### config.mk
export PLATFORM = sky130hd
export DESIGN_NAME = uart_rx
export DESIGN_NICKNAME = d
export VERILOG_FILES = /design/src/rtl/uart_rx.sv
export SDC_FILE = /design/constraint.sdc
export NUM_CORES = 1
export LEC_CHECK = 0
export BUFFER_PORTS_ARGS = -buffer_cell sky130_fd_sc_hd__buf_2
export CAP_MARGIN = 40
export CORE_MARGIN = 2
export CORE_UTILIZATION = 41
export DETAILED_ROUTE_END_ITERATION = 8
export PLACE_DENSITY = 0.58
export SLEW_MARGIN = 10
export SYNTH_ARGS = -nofsm -noshare
export SYNTH_HDL_FRONTEND = slang
export SYNTH_SLANG_ARGS = --single-unit
### constraint.sdc
create_clock -name clk -period 4.8 [get_ports clk]
set_input_delay 0.48 -clock clk [delete_from_list [all_inputs] [get_ports clk]]
set_output_delay 0.48 -clock clk [all_outputs]
set_load 0.02 [all_outputs]
### src/rtl/uart_rx.sv
// 8N1 UART receiver: two-flop input sync, mid-bit sampling, and a single-byte output register
// with a valid/read handshake, one-cycle framing-error pulse and sticky overrun flag.
module uart_rx #(
   parameter int unsigned BAUD  = 115200,
   parameter int unsigned CLOCK = 50000000
) (
   input  logic       clk,
   input  logic       rst,
   input  logic       rxPin,
   input  logic       rdEn,
   output logic [7:0] dout,
   output logic       dataValid,
   output logic       frameErr,
   output logic       overrun,
   output logic       busy
);

   localparam int unsigned CLKS_PER_BIT = CLOCK / BAUD;
   localparam int unsigned HALF_BIT     = CLKS_PER_BIT / 2;
   localparam int unsigned WIDTH        = $clog2(CLKS_PER_BIT);

   localparam logic [WIDTH-1:0] HALF_LAST = WIDTH'(HALF_BIT - 1);
   localparam logic [WIDTH-1:0] BIT_LAST  = WIDTH'(CLKS_PER_BIT - 1);
   localparam logic [WIDTH-1:0] TIMER_ONE = WIDTH'(1);

   typedef enum logic [2:0] {
      ST_IDLE,
      ST_START,
      ST_DATA,
      ST_STOP,
      ST_WAIT_HIGH
   } state_e;

   state_e            state_q, state_d;
   logic              sync1_q, rxs_q;
   logic [WIDTH-1:0]  timer_q, timer_d;
   logic [2:0]        bit_idx_q, bit_idx_d;
   logic [7:0]        shift_q, shift_d;
   logic [7:0]        dout_q, dout_d;
   logic              valid_q, valid_d;
   logic              ferr_q, ferr_d;
   logic              ovr_q, ovr_d;
   logic              busy_q, busy_d;
   logic              good_stop;
   logic              rd_ack;

   // State and datapath registers; reset wins over everything, mid-frame included.
   always_ff @(posedge clk) begin
      if (!rst) begin
         state_q   <= ST_IDLE;
         sync1_q   <= 1'b1;
         rxs_q     <= 1'b1;
         timer_q   <= '0;
         bit_idx_q <= '0;
         shift_q   <= '0;
         dout_q    <= '0;
         valid_q   <= 1'b0;
         ferr_q    <= 1'b0;
         ovr_q     <= 1'b0;
         busy_q    <= 1'b0;
      end else begin
         state_q   <= state_d;
         sync1_q   <= rxPin;
         rxs_q     <= sync1_q;
         timer_q   <= timer_d;
         bit_idx_q <= bit_idx_d;
         shift_q   <= shift_d;
         dout_q    <= dout_d;
         valid_q   <= valid_d;
         ferr_q    <= ferr_d;
         ovr_q     <= ovr_d;
         busy_q    <= busy_d;
      end
   end

   // Frame sequencing plus output handshake; timer compares use the registered count.
   always_comb begin
      state_d   = state_q;
      timer_d   = timer_q;
      bit_idx_d = bit_idx_q;
      shift_d   = shift_q;
      dout_d    = dout_q;
      valid_d   = valid_q;
      ovr_d     = ovr_q;
      ferr_d    = 1'b0;
      good_stop = 1'b0;
      rd_ack    = rdEn & valid_q;

      case (state_q)
         ST_IDLE: begin
            timer_d   = '0;
            bit_idx_d = '0;
            if (!rxs_q) begin
               state_d = ST_START;
            end
         end

         ST_START: begin
            if (timer_q == HALF_LAST) begin
               timer_d = '0;
               state_d = rxs_q ? ST_IDLE : ST_DATA;
            end else begin
               timer_d = timer_q + TIMER_ONE;
            end
         end

         ST_DATA: begin
            if (timer_q == BIT_LAST) begin
               timer_d           = '0;
               shift_d[bit_idx_q] = rxs_q;
               if (bit_idx_q == 3'd7) begin
                  bit_idx_d = '0;
                  state_d   = ST_STOP;
               end else begin
                  bit_idx_d = bit_idx_q + 3'd1;
               end
            end else begin
               timer_d = timer_q + TIMER_ONE;
            end
         end

         ST_STOP: begin
            if (timer_q == BIT_LAST) begin
               timer_d = '0;
               if (rxs_q) begin
                  good_stop = 1'b1;
                  state_d   = ST_IDLE;
               end else begin
                  ferr_d  = 1'b1;
                  state_d = ST_WAIT_HIGH;
               end
            end else begin
               timer_d = timer_q + TIMER_ONE;
            end
         end

         // A held-low (break) line must return high before another start is accepted.
         ST_WAIT_HIGH: begin
            timer_d = '0;
            if (rxs_q) begin
               state_d = ST_IDLE;
            end
         end

         default: begin
            state_d   = ST_IDLE;
            timer_d   = '0;
            bit_idx_d = '0;
         end
      endcase

      if (rd_ack) begin
         valid_d = 1'b0;
         ovr_d   = 1'b0;
      end

      // A read on the same edge as a new byte consumes the old one, so no overrun.
      if (good_stop) begin
         dout_d  = shift_q;
         valid_d = 1'b1;
         if (valid_q && !rdEn) begin
            ovr_d = 1'b1;
         end
      end

      busy_d = (state_d != ST_IDLE);
   end

   assign dout      = dout_q;
   assign dataValid = valid_q;
   assign frameErr  = ferr_q;
   assign overrun   = ovr_q;
   assign busy      = busy_q;

endmodule

==> out/summary.txt <==
Critical Path Start Type: register
Number of max-cap violations: 0
Worst slack, placed: 2.87 ns
Tot Pwr: 0.538 mW
Sequential Power Share: 0.580
Post-synthesis simple-gate area fraction: 0.261
Worst hold slack: 0.368 ns
Worst-path fanout max: 12
Warning count from the yosys run: 0
Asr flop ratio synth: 0
Tcrit/Tclk final: 0.418
Initial DRC Count: 138
Core ar.: 3970 um^2
Gpl congestion: 0.838
Die Ht: 67.8 um
Initial Utilization: 0.420
Grt ovf: 0
Nets: 210
Final setup fails: 0
Crit path max-delay family: simple AND/OR/NAND/NOR gates
Hold WC Path Type: in -> reg
Synth Area in Compound Gates: 0.120
Seq cells post-synth: 37
Ant. Diodes: 0
Initial antenna violation count: 0
Worst-Margin Slew: 0.767 ns
Largest family of logic cells by synthesized area: simple AND/OR/NAND/NOR gates
Setup tns final: 0 ns
Post-Syn Area per Cell: 8.87 um^2
Post-route setup slack: 2.79 ns
Comb pwr share: 0.031
CTS buffer count: 5
Post-Synthesis Cell Area: 1670 um^2
Slowest CP cell: nor4_1
Drt total wl: 3360 um
Critical path class: reg -> reg
Final hold vios: 0
RSZ-0062 raised after global routing: false
DR vias: 1370
Switching power: 0.123 mW
H-tree Lvls: 2
Final Max Slew Viols: 0
Register area share after synthesis: 0.444
Synth cell count leaders: 37 x dfxtp_1, 25 x nor2_1, 12 x a21oi_1, 12 x nand3_1, 11 x mux2i_1
Drt drc: 0
Largest net degree at the start of global routing: 21
Root buffer cell: clkbuf_8
Worst IR Drop VDD: 144 uV
Postcts setup bufs: 0
Most frequent cell after synthesis: dfxtp_1
Clock Skews: 0.00590 ns
Core Util, Final: 0.470
CP Capture Type: register
Lkg Pwr: 0.639 nW
Synth Flop Type: dfxtp_1
Largest area contributor in the netlist: dfxtp_1
Clock share of power: 0.389
Initial DRT Pass Iterations: 5
CTS Sinks: 37
Die area: 4590 um^2
Status: finished, final reports clean
Internal power: 0.415 mW
Crit path largest cell delay: 0.61 ns
CP required: 5.02 ns
WL/cell: 13.3 um
Ports: 16
Number of synthesized flops with an enable pin: 0
Synth Area in XOR/XNOR: 0.0315
Fin crit period: 2.01 ns
Syn Inst Count: 188
Mapped Nets: 197
Unique masters post-synth: 40
Power density cells: 288 nW/um^2
Clk_lat worst skew: 0.29 ns
First-pass GRT wire length: 5710 um
WP data arrival: 2.23 ns
Die Span X: 67.8 um
Worst-path clk slew: 0.07 ns
Rel. slew slack: 0.484
Largest cells by area after synthesis: dfxtp_1 44%, mux2i_1 6.6%, nor2_1 5.6%
Max Freq: 499 MHz
FP Rows: 23
Mux cell area share after synthesis: 0.0660
I/O Buffers: 15
Final antenna-violating net count: 0
Via/cell ratio: 5.44
Worst-path cell chain: or3b_1 -> nor4_1 -> nand4_1 -> a21oi_1
Post-synthesis adder-cell area fraction: 0.0375
Synth-to-layout area growth: 11.9%
Post-DP HPWL: 2400 um
Vias in the first global route: 1264
Tot GR Track Use: 0.168
# hold bufs at CTS: 0
Post-CTS Resized: 0
Share of layout cells above drive strength 1: 0.153
Sw Share: 0.228
Buf+Inv Stages, Crit Path: 0
Clock buffer depth: 2
Clock tree from TritonCTS: done
Synth top area share: 0.444
[final cells by class]
cell class                      instances  area (um^2)
Clock buffer                            5         68.8
Clock inverter                          3         17.5
Fill cell                             375         2110
Inverter                                7         26.3
Multi-Input combinational cell        134          867
Sequential cell                        37          741
Tap cell                               50         62.6
Timing Repair Buffer                   16         82.6
[worst register-to-register path, delay by kind of cell, from the launching register on]
family | cells | cell delay [ns]
AND/OR/NAND/NOR | 3 | 1.24
flip-flops | 1 | 0.53
AO/OA/AOI/OAI | 1 | 0.16
[routing by layer]
| layer | global-route usage | vias to the layer above | part of all wire |
|---|---|---|---|
| met2 | 0.271 | 24 | 0.48 |
| met4 | 0.0675 | 0 | 0.018 |
| met1 | 0.204 | 647 | 0.46 |
| met5 | 0 | - | 0 |
| met3 | 0.0600 | 8 | 0.040 |
| li1 | - | 691 | - |
[path summary, 6_finish.rpt]
kind         depth (start not counted)  slack (ns)          to  startpoint
min reg2reg                          1        0.41       rxs_q     sync1_q
min                                  2        0.37     sync1_q       rxPin
max reg2reg                          4        2.79  shift_q[3]  state_q[1]
max                                  4        2.79  shift_q[3]  state_q[1]
[cells by family (layout without fill, tap and decap cells)]
kind of cell	after synthesis	in the layout
muxes	11	11
buffers and inverters	17	31
and+or+nand+nor	80	80
xor gates and xnor gates	6	6
AOI/OAI and AO/OA	32	32
adders and majority gates	5	5
DFF	37	37
[power by group through the flow]
stage	sequential, mW	clock [mW]	combinational (mW)
after floorplan	0.318	0	0.0132
after global placement	0.319	0	0.0163
after detailed placement	0.319	0	0.0166
after CTS	0.312	0.216	0.0167
after global routing	0.313	0.233	0.0187
final	0.312	0.209	0.0166
[metrics by stage]
stage,instances,area [um^2]
final,252,1870
after global placement,244,1780
after global routing,252,1870
after CTS,252,1870
after floorplan,188,1670
after detailed placement,244,1780
[flip-flops by register name, summed over array words and instances, names as in the netlist, named ones only]
name / cells
bit_idx_q: 3
busy: 1
dataValid: 1
dout: 8
frameErr: 1
rxs_q: 1
shift_q: 8
state_q: 3
sync1_q: 1
timer_q: 9
[layout by cell type, fill, tap and decap left out, drive strengths merged, types with 2 or more instances in the layout]
cell type,instances
xor2,2
nand3,12
ha,5
xnor2,4
nor3,2
clkbuf,5
or4,2
dfxtp,37
a21oi,12
nor2b,4
mux2i,11
a211oi,2
nand2,8
clkinv,2
nand4,6
buf,16
nor4,3
inv,7
o21ai,8
nor2,26
nand2b,7
o31ai,3
No activity file was read; power rests on OpenSTA's default activity.
